File: config.mk
export PLATFORM = sky130hd
export DESIGN_NAME = hazard_ctrl_unit
export DESIGN_NICKNAME = d
export VERILOG_FILES = /design/src/rtl/hazard_ctrl_unit.sv
export SDC_FILE = /design/constraint.sdc
export NUM_CORES = 1
export LEC_CHECK = 0
export ABC_AREA = 1
export CAP_MARGIN = 20
export CORE_ASPECT_RATIO = 0.5
export CORE_UTILIZATION = 30
export DETAILED_ROUTE_END_ITERATION = 7
export GPL_ROUTABILITY_DRIVEN = 0
export HOLD_SLACK_MARGIN = 0.03
export PLACE_DENSITY = 0.78
export RECOVER_POWER = 50
export SYNTH_ARGS = -nofsm -noshare
export SYNTH_HDL_FRONTEND = slang
export SYNTH_SLANG_ARGS = --single-unit
export TNS_END_PERCENT = 30
File: constraint.sdc
create_clock -name clk -period 1.4 [get_ports clk]
set_clock_uncertainty 0.1 [all_clocks]
set_input_delay 0.14 -clock clk [delete_from_list [all_inputs] [get_ports clk]]
set_output_delay 0.14 -clock clk [all_outputs]
set_load 0.01 [all_outputs]
File: src/rtl/hazard_ctrl_unit.sv
// -----------------------------------------------------------------------------
// hazard_ctrl_unit
//
// Pipeline controller for the 5-stage RV32 core. It sits beside the datapath,
// reads register fields from the D/E/M/W stages and produces the stall/flush
// controls for the IF/ID, ID/EX, EX/MEM and MEM/WB registers. It also produces
// the operand forwarding selects and runs a small FSM that holds the whole
// pipeline while a data-memory access in M is outstanding.
//
// Optional feature macro: HAZARD_PERF_CNT_EN
//   defined   : stall_cycles / flush_count performance counters are built
//   undefined : no counter flops, both counter ports read 0
//
// Parameters
//   LOAD_SRC   ResultSrcE encoding that marks a load in E
//   TIMEOUT    MEM_WAIT cycles before mem_timeout is raised (1..255)
//   CNT_W      width of the performance counters
//
// Ports
//   clk, reset              clock, asynchronous active-high reset
//   Rs1D, Rs2D              source registers of the instruction in D
//   Rs1E, Rs2E              source registers of the instruction in E
//   RdE, RdM, RdW           destination registers in E / M / W
//   ResultSrcE              result select of the instruction in E
//   RegWriteM, RegWriteW    register write enables in M / W
//   PCSrcE                  taken branch/jump resolved in E
//   dmem_req_M              M-stage load/store issues a memory request
//   dmem_ready              memory completes the M-stage access this cycle
//   StallF, StallD          hold PC / IF-ID register
//   StallE, StallM          hold ID-EX / EX-MEM register
//   FlushD, FlushE          synchronous clear of IF-ID / ID-EX
//   FlushW                  bubble into MEM-WB
//   ForwardAE, ForwardBE    00 regfile, 10 from M, 01 from W
//   mem_timeout             sticky: memory wait reached TIMEOUT cycles
//   stall_cycles            cycles with StallF or StallE high
//   flush_count             cycles with FlushE high
// -----------------------------------------------------------------------------
module hazard_ctrl_unit #(
    parameter logic [2:0]  LOAD_SRC = 3'b001,
    parameter int unsigned TIMEOUT  = 255,
    parameter int unsigned CNT_W    = 32
) (
    input  logic             clk,
    input  logic             reset,
    input  logic [4:0]       Rs1D,
    input  logic [4:0]       Rs2D,
    input  logic [4:0]       Rs1E,
    input  logic [4:0]       Rs2E,
    input  logic [4:0]       RdE,
    input  logic [4:0]       RdM,
    input  logic [4:0]       RdW,
    input  logic [2:0]       ResultSrcE,
    input  logic             RegWriteM,
    input  logic             RegWriteW,
    input  logic             PCSrcE,
    input  logic             dmem_req_M,
    input  logic             dmem_ready,
    output logic             StallF,
    output logic             StallD,
    output logic             StallE,
    output logic             StallM,
    output logic             FlushD,
    output logic             FlushE,
    output logic             FlushW,
    output logic [1:0]       ForwardAE,
    output logic [1:0]       ForwardBE,
    output logic             mem_timeout,
    output logic [CNT_W-1:0] stall_cycles,
    output logic [CNT_W-1:0] flush_count
);

    localparam logic [7:0] TIMEOUT_C = 8'(TIMEOUT);

    typedef enum logic {
        RUN      = 1'b0,
        MEM_WAIT = 1'b1
    } state_t;

    state_t     state_q, state_d;
    logic [7:0] wait_cnt_q, wait_cnt_d;
    logic       mem_timeout_q, mem_timeout_d;
    logic       lw_stall;
    logic       mem_stall;

    // M has priority over W: M holds the younger, more recent value.
    function automatic logic [1:0] fwd_sel(
        input logic [4:0] rs,
        input logic       reg_write_m,
        input logic [4:0] rd_m,
        input logic       reg_write_w,
        input logic [4:0] rd_w
    );
        logic [1:0] sel;
        sel = 2'b00;
        if (reg_write_m && (rd_m != 5'd0) && (rd_m == rs)) begin
            sel = 2'b10;
        end else if (reg_write_w && (rd_w != 5'd0) && (rd_w == rs)) begin
            sel = 2'b01;
        end
        return sel;
    endfunction

    assign ForwardAE = fwd_sel(Rs1E, RegWriteM, RdM, RegWriteW, RdW);
    assign ForwardBE = fwd_sel(Rs2E, RegWriteM, RdM, RegWriteW, RdW);

    // Hazard detection and stall/flush outputs
    always_comb begin
        lw_stall = (ResultSrcE == LOAD_SRC) && (RdE != 5'd0) &&
                   ((RdE == Rs1D) || (RdE == Rs2D));

        // In RUN a new request without ready stalls at once (no added
        // latency); in MEM_WAIT only ready releases the pipeline.
        if (state_q == RUN) begin
            mem_stall = dmem_req_M && !dmem_ready;
        end else begin
            mem_stall = !dmem_ready;
        end

        StallF = lw_stall;
        StallD = lw_stall;
        StallE = 1'b0;
        StallM = 1'b0;
        FlushD = PCSrcE;
        FlushE = lw_stall || PCSrcE;
        FlushW = 1'b0;

        // A memory wait freezes everything, including a resolved branch in E;
        // the branch keeps PCSrcE asserted and flushes once the wait ends.
        if (mem_stall) begin
            StallF = 1'b1;
            StallD = 1'b1;
            StallE = 1'b1;
            StallM = 1'b1;
            FlushD = 1'b0;
            FlushE = 1'b0;
            FlushW = 1'b1;
        end
    end

    // Memory wait FSM, wait counter and sticky timeout
    always_comb begin
        state_d       = state_q;
        wait_cnt_d    = wait_cnt_q;
        mem_timeout_d = mem_timeout_q;
        case (state_q)
            RUN: begin
                if (dmem_req_M && !dmem_ready) begin
                    state_d    = MEM_WAIT;
                    wait_cnt_d = 8'd0;
                end
            end
            MEM_WAIT: begin
                if (wait_cnt_q != TIMEOUT_C) begin
                    wait_cnt_d = wait_cnt_q + 8'd1;
                end
                // Diagnostic only: the access is never aborted.
                if (wait_cnt_d == TIMEOUT_C) begin
                    mem_timeout_d = 1'b1;
                end
                if (dmem_ready) begin
                    state_d = RUN;
                end
            end
            default: state_d = RUN;
        endcase
    end

    always_ff @(posedge clk or posedge reset) begin
        if (reset) begin
            state_q       <= RUN;
            wait_cnt_q    <= 8'd0;
            mem_timeout_q <= 1'b0;
        end else begin
            state_q       <= state_d;
            wait_cnt_q    <= wait_cnt_d;
            mem_timeout_q <= mem_timeout_d;
        end
    end

    assign mem_timeout = mem_timeout_q;

`ifdef HAZARD_PERF_CNT_EN
    // Performance counters, wrapping modulo 2^CNT_W
    logic [CNT_W-1:0] stall_cycles_q, stall_cycles_d;
    logic [CNT_W-1:0] flush_count_q, flush_count_d;

    always_comb begin
        stall_cycles_d = stall_cycles_q + {{(CNT_W-1){1'b0}}, (StallF || StallE)};
        flush_count_d  = flush_count_q + {{(CNT_W-1){1'b0}}, FlushE};
    end

    always_ff @(posedge clk or posedge reset) begin
        if (reset) begin
            stall_cycles_q <= '0;
            flush_count_q  <= '0;
        end else begin
            stall_cycles_q <= stall_cycles_d;
            flush_count_q  <= flush_count_d;
        end
    end

    assign stall_cycles = stall_cycles_q;
    assign flush_count  = flush_count_q;
`else
    assign stall_cycles = '0;
    assign flush_count  = '0;
`endif

endmodule

==> metrics <==
R2R setup slack -0.05 ns; post-route worst setup slack -0.05223 ns; Sink Count 10; asr flop ratio synth 100.0%; Routed WL 3481 um; Final Hold Fails 0; critical path type reg -> out; DP Worst Slack -0.6663 ns; vias in the first global route 1194; Arrival @ worst endpoint 1.21 ns; RSZ-0062 raised after global routing true; I/O pin count 121; Initial Util 31.87%; CTS tree done; Worst Setup SP state_q; Reg power frac 28.8%; Switching Fraction 37.08%; Clk Latency, worst-skew pair 0.23 ns; row count 18; Final ANT Viol Nets 0; net switching power figure 470.0 uW; Root Buffer clkbuf_8; die area 0.005674 mm2; Yosys top cell area share 31.28%; via count 1431; DR pass1 iterations 3; maximum capacitance violations 0; Die H 53.77 um; power share of the clock group 22.8%; post-route minimum period 1.452 ns; commonest cells in the netlist buf_4, nand2_1, inv_1; Power Density 580.9 mW/mm2; first-pass GRT wire length 5126 um; Int Power 797.6 uW; reg2reg end mem_timeout; Area growth, synth to finish 35.72%; worst r2r src wait_cnt_q[1]; CTS clk-pin slew, worst paths 0.04 ns; Syn Area/Cell 6.671 um2; PortBufs 56; total power 1268 uW; DRC 0; clk buf depth 2; area leader, netlist buf_4; Area after DPL 0.002090 mm2; TritonCTS Buffers 3; Mapped Cells 241; ANT cells 0; Yosys cell types 23; post-route cell area 0.002182 mm2; peak supply drop 0.3333 mV; final setup vio count 5; Placeable Area 0.005045 mm2; DP Wirelength 2902 um; ys flop type dfrtp_1; die width 105.5 um; LEAKAGE 0.001166 uW; #FFs+latches synth 10; sequential area share after synthesis 15.56%; critical path launch point type register; failing checks negative setup slack; 1st-iter DRT viols 31; Worst Hold Class in -> async; f_max 688.6 MHz; Syn Std Cell Area 0.001608 mm2; Ys Warns 0; number of synthesized flops with an enable pin 0; max-slew violations 0; H-tree level count 1; Vias/cell 3.756; DR WL/cell 9.136 um; critical path fanouts, max 2; fin crit share 103.7%; CP required 1.16 ns; Worst setup EP type primary output; initial antenna violation count 0; nets 359; combinational share of power 48.4%; pin count of the biggest net entering global routing 11; top post-synthesis cells by area buf_4, dfrtp_1, nand2_1, xnor2_1, xor2_1; outcome complete, but fails checks; Hold Buf Count CTS 0; grt ovf 0; ratio of cells with drive above 1 in the final layout 20.90%; Register-to-Register Path Depth 10; most instantiated library cell after synthesis buf_4; gr usage total 11.23%
==> layout by cell type (no fill, tap or decap), types with 3 or more instances in the layout <==
cell type	netlist	final
inv_2	1	3
dlygate4sd2_1	0	23
o21ai_2	0	3
xor2_1	11	11
clkbuf_2	0	4
conb_1	1	64
o21ai_0	11	6
buf_2	1	6
nand3_2	1	3
buf_4	67	14
clkdlybuf4s15_1	0	3
inv_1	22	20
dlymetal6s2s_1	0	4
nand3_1	16	14
nor2_1	20	17
xnor2_1	15	14
clkbuf_8	0	3
nor3_2	0	3
buf_6	0	6
nor2_2	2	3
dfrtp_1	10	9
clkdlybuf4s50_1	0	11
nand4_1	4	4
nor2_4	2	4
nand2_2	1	8
nand2_1	46	39
==> cell type report <==
class | instances | area, um2
fill | 540 | 2863
clock buffer | 3 | 41.29
timing repair buffer | 72 | 624.3
sequential | 10 | 251.5
inverter | 23 | 86.33
multi-input combinational | 203 | 1091
tap | 70 | 87.58
==> registers in the layout, indices dropped and copies added, names as in the netlist <==
signal,cells
state_q,1
wait_cnt_q,8
mem_timeout,1
==> per-layer routing <==
layer  part of all wire (%)  track usage [%]
met1                     42            13.48
met2                     55            22.81
met3                    3.2            1.574
met4                      0           0.9259
met5                      0                0
==> kinds of logic after synthesis <==
group | synth area share, %
AO/OA/AOI/OAI | 4.902
XOR/XNOR | 14.16
adder cells (fa/ha/maj) | 0.7781
buffers and inverters | 36.96
flip-flops | 15.56
other | 0.2332
AND/OR/NAND/NOR | 27.39
==> worst max path at each step <==
| stage | to | slack [ns] | depth (start not counted) |
|---|---|---|---|
| floorplan | wait_cnt_q[1] | -0.006 | 7 |
| global placement | FlushE | -0.63 | 10 |
| detailed placement | FlushE | -0.67 | 10 |
| CTS | mem_timeout | -0.06 | 10 |
| global route | mem_timeout | -0.23 | 11 |
| finish | FlushE | -0.05 | 5 |
==> metrics by stage <==
stage	TNS (ns)	utilization [%]	cells	hold WS, ns
final	-0.1567	43.25	381	0.2188
after global routing	-0.8427	43.25	381	0.2578
after CTS	-0.2076	41.32	379	0.09725
after detailed placement	-5.826	41.42	376	0.3497
after global placement	-5.659	41.42	376	0.3449
after floorplan	-0.006331	-	304	-0.1198
==> critical path, stage by stage, from the launching register on <==
cell     delay (ns)
dfrtp_1        0.39
o21ai_2        0.18
buf_4          0.15
nand3_2        0.06
o21ai_2        0.06
buf_2          0.14
==> repair_timing <==
item | CTS | global route
setup endpoints to repair | 13 | 17
buffers inserted | 0 | 2
pin swaps | 16 | 21
gates resized for setup | 83 | 38
endpoints found under the hold margin | 0 | 0
cloned | 0 | 0
==> power by group through the flow <==
stage                     clock [uW]  combinational [uW]  sequential (uW)
after global routing             321                 687              369
after global placement             0                 580              353
after floorplan                    0                 443              354
final                            289                 614              365
after detailed placement           0                 583              354
after CTS                        305                 558              361
No activity file was read; power rests on OpenSTA's default activity.
